## config.mk

```make
export PLATFORM = sky130hd
export DESIGN_NAME = branch_resolver
export DESIGN_NICKNAME = d
export VERILOG_FILES = /design/src/rtl/i281_branch_pkg.sv /design/src/rtl/branch_cond_eval.sv /design/src/rtl/branch_resolver.sv
export SDC_FILE = /design/constraint.sdc
export NUM_CORES = 1
export LEC_CHECK = 0
export ABC_CLOCK_PERIOD_IN_PS = 5600
export CAP_MARGIN = 20
export CORE_MARGIN = 2
export CORE_UTILIZATION = 43
export CTS_BUF_LIST = sky130_fd_sc_hd__clkbuf_8 sky130_fd_sc_hd__clkbuf_16
export CTS_CLUSTER_SIZE = 24
export DETAILED_ROUTE_END_ITERATION = 8
export PLACE_DENSITY_LB_ADDON = 0.15
export RECOVER_POWER = 100
export REMOVE_ABC_BUFFERS = 1
export SLEW_MARGIN = 20
export SYNTH_ARGS = -nofsm -noshare
export SYNTH_HDL_FRONTEND = slang
export SYNTH_HIERARCHICAL = 1
export SYNTH_SLANG_ARGS = --single-unit
```

## constraint.sdc

```tcl
create_clock -name clk -period 5.6 [get_ports clk]
set_clock_uncertainty 0.05 [all_clocks]
set_input_delay 1.4 -clock clk [delete_from_list [all_inputs] [get_ports clk]]
set_output_delay 1.4 -clock clk [all_outputs]
set_load 0.01 [all_outputs]
```

## src/rtl/i281_branch_pkg.sv

```systemverilog
// i281_branch_pkg: shared types and constants for the i281 branch resolver.
package i281_branch_pkg;
    localparam int PC_W_DEFAULT = 6;
    localparam int OFS_W_DEFAULT = 8;
    localparam int STAT_W = 16;

    typedef enum logic [2:0] {
        C_JUMP = 3'd0,
        C_BRC  = 3'd1,
        C_BRO  = 3'd2,
        C_BRN  = 3'd3,
        C_BRZ  = 3'd4,
        C_BRNZ = 3'd5,
        C_BRG  = 3'd6,
        C_BRGE = 3'd7
    } cond_e;

    typedef enum logic [1:0] {
        S_IDLE = 2'd0,
        S_EVAL = 2'd1,
        S_DONE = 2'd2
    } br_state_e;
endpackage

```

## src/rtl/branch_cond_eval.sv

```systemverilog
// branch_cond_eval: combinational branch condition check against C/O/N/Z flags.
module branch_cond_eval
    import i281_branch_pkg::*;
(
    input  cond_e cond,
    input  logic  c,
    input  logic  o,
    input  logic  n,
    input  logic  z,
    output logic  taken
);
    always_comb begin
        taken = 1'b1;
        case (cond)
            C_JUMP: taken = 1'b1;
            C_BRC:  taken = c;
            C_BRO:  taken = o;
            C_BRN:  taken = n;
            C_BRZ:  taken = z;
            C_BRNZ: taken = !z;
            C_BRG:  taken = !z && (n == o);
            C_BRGE: taken = n == o;
            default: taken = 1'b1;
        endcase
    end
endmodule

```

## src/rtl/branch_resolver.sv

```systemverilog
// branch_resolver: waits for stable flags, resolves one branch, returns taken + next PC.
// Optional saturating statistics counters under BRANCH_RESOLVER_STATS_EN.
module branch_resolver
    import i281_branch_pkg::*;
#(
    parameter int PC_W = PC_W_DEFAULT,
    parameter int OFS_W = OFS_W_DEFAULT
) (
    input  logic              clk,
    input  logic              reset,
    input  logic              br_valid,
    output logic              br_ready,
    input  logic [2:0]        br_cond,
    input  logic [PC_W-1:0]   br_pc,
    input  logic [OFS_W-1:0]  br_offset,
    input  logic              flags_busy,
    input  logic              flag_carry,
    input  logic              flag_overflow,
    input  logic              flag_negative,
    input  logic              flag_zero,
    output logic              br_done,
    output logic              br_taken,
    output logic              pc_load,
    output logic [PC_W-1:0]   pc_next,
    output logic [STAT_W-1:0] stat_total,
    output logic [STAT_W-1:0] stat_taken,
    output logic [STAT_W-1:0] stat_stall
);
    br_state_e state, state_n;
    cond_e cond_q;
    logic [PC_W-1:0] pc_q, pc_next_q, pc_inc, target;
    logic [OFS_W-1:0] ofs_q;
    logic taken_c, taken_q;

    branch_cond_eval u_cond (
        .cond  (cond_q),
        .c     (flag_carry),
        .o     (flag_overflow),
        .n     (flag_negative),
        .z     (flag_zero),
        .taken (taken_c)
    );

    // Size cast of the signed offset sign-extends or wraps it to PC width.
    assign pc_inc = pc_q + PC_W'(1);
    assign target = pc_inc + PC_W'($signed(ofs_q));

    always_ff @(posedge clk) begin
        state <= reset ? S_IDLE : state_n;
    end

    always_comb begin
        state_n = state;
        if (state == S_IDLE && br_valid) state_n = S_EVAL;
        else if (state == S_EVAL && !flags_busy) state_n = S_DONE;
        else if (state == S_DONE) state_n = S_IDLE;
    end

    always_ff @(posedge clk) begin
        if (reset) begin
            cond_q    <= C_JUMP;
            pc_q      <= '0;
            ofs_q     <= '0;
            taken_q   <= 1'b0;
            pc_next_q <= '0;
        end else begin
            if (state == S_IDLE && br_valid) begin
                cond_q <= cond_e'(br_cond);
                pc_q   <= br_pc;
                ofs_q  <= br_offset;
            end
            if (state == S_EVAL && !flags_busy) begin
                taken_q   <= taken_c;
                pc_next_q <= taken_c ? target : pc_inc;
            end
        end
    end

    assign br_ready = state == S_IDLE;
    assign br_done  = state == S_DONE;
    assign br_taken = taken_q;
    assign pc_load  = br_done & taken_q;
    assign pc_next  = pc_next_q;

`ifdef BRANCH_RESOLVER_STATS_EN
    logic [STAT_W-1:0] total_q, taken_cnt_q, stall_q;

    always_ff @(posedge clk) begin
        if (reset) begin
            total_q     <= '0;
            taken_cnt_q <= '0;
            stall_q     <= '0;
        end else begin
            if (state == S_DONE && total_q != '1) total_q <= total_q + STAT_W'(1);
            if (state == S_DONE && taken_q && taken_cnt_q != '1) taken_cnt_q <= taken_cnt_q + STAT_W'(1);
            if (state == S_EVAL && flags_busy && stall_q != '1) stall_q <= stall_q + STAT_W'(1);
        end
    end

    assign stat_total = total_q;
    assign stat_taken = taken_cnt_q;
    assign stat_stall = stall_q;
`else
    assign stat_total = '0;
    assign stat_taken = '0;
    assign stat_stall = '0;
`endif
endmodule

```

Word level (Yosys, flattened, before mapping)
Index checks and enable logic that the tools add are counted.
- eq/ne operators: 10
- bitwise operators: 1
- multiplexer cells: 5
- reduce and logical (&&, ||, !) cells: 10
- $add $sub $neg: 2
- operators by type and width (operator ; number):
    3-bit == test (second input constant) ; 4
    1-bit case mux with 8 select lines ; 1
    6-bit by 1-bit adder with 6-bit output (second input constant) ; 1
    6-bit adder ; 1
    3-bit by 2-bit == test with 1-bit output (second input constant) ; 2
    6-bit two-way mux ; 1
    2-bit two-way mux ; 2
    3-bit by 1-bit == test with 1-bit output (second input constant) ; 1
    1-bit logical AND ; 3
    3-bit logical NOT ; 1
    3-bit nonzero test ; 1
    2-bit by 1-bit == test with 1-bit output (second input constant) ; 1
    2-bit == test (second input constant) ; 1
    1-bit logical NOT ; 2
    2-bit logical NOT ; 1
    2-bit nonzero test ; 1
    2-bit OR reduction ; 1
    1-bit AND ; 1
    1-bit == test ; 1
    1-bit two-way mux ; 1
- logic and storage cells: 35
- register bits after elaboration: 24
- bits of input ports: 25
- output and inout bits: 58

Logic depth before layout (Yosys ltp)
- word-level depth: 4
- gate-level depth with buffers: 9
- mapped depth without buffers: 9

Hierarchy
The synthesis kept the hierarchy.
- by module, submodules not included (module ; area an instance (um^2) ; cells each ; times used ; seq. area each (um^2)):
    branch_resolver ; 1584.0 ; 196 ; 1 ; 480.5
    branch_cond_eval ; 75.1 ; 9 ; 1 ; 0.0

Worst setup path after synthesis
Ideal clock, no wire load.
- path type: input-to-reg
- start point: in flag_negative
- end point: reg pc_next_q[5], in the netlist pc_next[5]
- library setup time: 0.070 ns
- stages on the path: 8
- required time: 5.480 ns
- setup slack: 2.571 ns
- buffers on the path: 0
- arrival: 2.908 ns
- path through: mux2i_1 > a211o_1 > o21ai_1 > nand2_1 > o311ai_0 > o311a_1 > o21ai_1 > a21oi_1
- cells in the longest elaborated chain, start to end: 4
- ends and longest elaborated chain (element ; line ; text):
    start, declared ; branch_resolver.sv:19 ; input logic flag_negative,
    1-bit == test ; branch_cond_eval.sv:21, branch_cond_eval.sv:22 ;
    1-bit logical AND ; branch_cond_eval.sv:21 ; C_BRG: taken = !z && (n == o);
    1-bit case mux with 8 select lines (*) ; branch_cond_eval.sv:14 ; case (cond)
    named net taken_c ; branch_resolver.sv:33 ; logic taken_c, taken_q;
    6-bit two-way mux (*) ; branch_resolver.sv:74 ; pc_next_q <= taken_c ? target : pc_inc;
    end signal, assigned ; branch_resolver.sv:74 ;
    end, declared ; branch_resolver.sv:31 ; logic [PC_W-1:0] pc_q, pc_next_q, pc_inc, target;
The timed path passes the listed nets; every way through them passes the cells marked *.
A chain may end at the register's enable or synchronous reset.

Worst setup path after layout
Same ends and word-level chain as after synthesis.

==> out/metrics.yaml <==
peakVddDrop_mv: 0.105
route.detailed.wl_per_inst_um: 9.77
cp_top_family: "compound AO/OA/AOI/OAI gates"
synth_top_flop_cell: "dfxtp_1"
sw_frac_of_total: 0.294
core_mm2: 0.00369
gr-total-overflow: 0
p_comb_frac: 0.252
cts_hold_buf: 0
cpPeakStageDelay_ns: 0.70
cp_max_fo: 14
clock_power_share: 0.283
htree_levels: 1
post-route-util: 0.511
vias_per_cell: 4.49
numCtsBuffers: 3
n_antenna_cell: 0
yosys_warnings: 6
fmax_mhz: 248
drt-pass1-iter-count: 4
power_leakage_nw: 0.836
seqCellArea_um2: 480
rrSetupSlack_ns: 2.85
gp_congestion: 0.718
hp-class: "reg2reg"
die-area_mm2: 0.00437
ctsResizeCount: 0
setup_viol_count_final: 0
worstPathCellList: "dlygate4sd3_1 > mux2i_1 > a211o_1 > o21ai_0 > clkbuf_1 > nand2_1 > o311ai_0 > o311a_1 > o21ai_0 > a21oi_1"
end_kind: "flip-flop"
period_minus_slack_ns: 4.03
seqPwrFrac: 0.465
cts_tree: "built"
synth_top_area_share: 0.290
ant_nets: 0
die_x_um: 66.1
wl_met3_um: 160
hold_violations: 0
placed_area_mm2: 0.00183
met1Wirelength_mm: 1.31
criticalPathCategory: "in2reg"
wl_met2_mm: 1.25
synth-seq-area-share: 0.290
relSlewSlack: 0.407
whs_ns: 0.404
status: "finished, final reports clean"
maxSlewViolCount: 0
period_share: 0.719
num_rows: 22
synth-seq-cells: 24
worst_pin_slew_ns: 0.887
cts.sinks: 24
drt_iter0_drc: 36
critPathBufInv: 2
drc: 0
grt_pass1_vias: 1091
final_net_count: 268
cpMostUsedCell: "o21ai_0"
final_cell_area_mm2: 0.00189
area_delta_synth_final_pct: 13.7
avgSynthCellArea_um2: 8.09
cp_slowest_cell: "o311ai_0"
multiInputGateArea_um2: 962
clk_path_buf_depth: 2
port_buffers: 32
cts_root_buffer: "clkbuf_8"
critPathLaunchType: "primary input"
track_usage: 0.138
yosys.area.top_type: "dfxtp_1"
power.density_mw_per_mm2: 218
rsz0062_at_grt: "no"
netlist_instances: 205
total_power_uw: 411
dp.cells: 278
vias: 1266
nFillCells: 392
antenna_found_initial: 0
grt_pass1_wl_mm: 4.73
clk_latency_ns: 0.26
post_cts_buffers: 0
fin_tns_setup_ns: 0
stdcell_count: 282
wirelength_mm: 2.75
place_ws_ns: 1.74
required_ns: 5.74
grt_start_max_net_pins: 25
layout_setup_ws_ns: 1.57
synthArstFlopShare: 0
synth_area_leaders: "dfxtp_1, buf_4, nand2_1, a21oi_1, ha_1"
routed.top_layer: "met4"
internal_power_uw: 290
ys_types: 39
clkTransAtPathRegs_ns: 0.08
cap_violations: 0
drive_above_1_share: 0.0385
worstPathArrival_ns: 4.17
place_hpwl_mm: 2.11
die_h_um: 66.1
synth_area_mm2: 0.00166
synth-edff-count: 0
p_sw_uw: 121
start_util: 0.450
io_pins: 83
==> final cells by class <==
type | instances | area share
well taps | 48 | 0.0319
multi-input cells | 172 | 0.510
inverters | 1 | 0.00199
clock buffers | 4 | 0.0292
repair buffers | 33 | 0.172
flip-flops and latches | 24 | 0.255
==> cell usage in the layout (no fill, tap or decap), types with 4 or more instances in the layout <==
| cell type | Yosys | final |
|---|---|---|
| a21oi_1 | 20 | 20 |
| ha_1 | 7 | 7 |
| dfxtp_1 | 24 | 24 |
| o21ai_0 | 3 | 5 |
| xnor2_1 | 5 | 5 |
| nand2_1 | 39 | 39 |
| clkbuf_8 | 0 | 4 |
| conb_1 | 1 | 48 |
| nor2_1 | 9 | 9 |
| a211oi_1 | 4 | 4 |
| dlygate4sd3_1 | 0 | 13 |
| clkdlybuf4s50_1 | 0 | 19 |
==> state kept, by name, summed over array words and instances (netlist names) <==
| register | flops |
|---|---|
| br_taken | 1 |
| pc_q | 6 |
| cond_q | 3 |
| pc_next | 6 |
| state | 2 |
| ofs_q | 6 |
==> Yosys cell counts, types with 2 or more instances <==
cell	instances
nor3_1	2
nor2_1	9
a21oi_1	20
o21ai_1	2
ha_1	7
xnor2_1	5
a21o_1	2
buf_4	48
o21ai_0	3
dfxtp_1	24
nand3b_1	2
nor2b_1	2
a211o_1	2
xor2_1	2
buf_2	2
clkbuf_1	4
and2_1	3
o211ai_1	2
a211oi_1	4
mux2i_1	3
nand2_1	39
==> metal layers <==
metal,vias to the layer above,global-route usage
met3,2,0.0256
met2,50,0.208
met5,-,0
met4,0,0.0536
met1,562,0.195
li1,652,-
==> logic make-up (layout without fill, tap and decap cells) <==
logic type / after synthesis / in the layout / synth area share
buffers and inverters: 56 / 38 / 0.237
muxes: 3 / 3 / 0.0181
and+or+nand+nor: 65 / 65 / 0.185
xor gates and xnor gates: 7 / 7 / 0.0370
adders and majority gates: 8 / 8 / 0.0649
other: 1 / 48 / 0.00226
AOI/OAI and AO/OA: 41 / 41 / 0.167
DFF: 24 / 24 / 0.290
==> power by group through the flow <==
stage | registers, mW | logic [mW] | clock network, mW
finish | 0.191 | 0.103 | 0.116
global route | 0.194 | 0.118 | 0.128
CTS | 0.192 | 0.107 | 0.120
detailed placement | 0.196 | 0.107 | 0
global placement | 0.196 | 0.106 | 0
floorplan | 0.195 | 0.0667 | 0
==> worst reg2reg max path, delay by kind of cell (launching register included) <==
kind            cells  cell delay [ns]
mux                 1             0.10
flops               1             0.41
compound gates      6             1.50
simple gates        1             0.11
buf+inv             1             0.52
==> final timing paths <==
kind,from,endpoint,depth (start not counted)
hold reg to reg,pc_next[2]$_SDFFE_PP0P_,pc_next[2]$_SDFFE_PP0P_,2
setup / recovery,flag_negative,pc_next[5]$_SDFFE_PP0P_,10
setup reg to reg,cond_q[0]$_SDFFE_PP0P_,pc_next[5]$_SDFFE_PP0P_,9
hold / removal,pc_next[2]$_SDFFE_PP0P_,pc_next[2]$_SDFFE_PP0P_,2
Note: power is estimated with default switching activity, not from simulation.
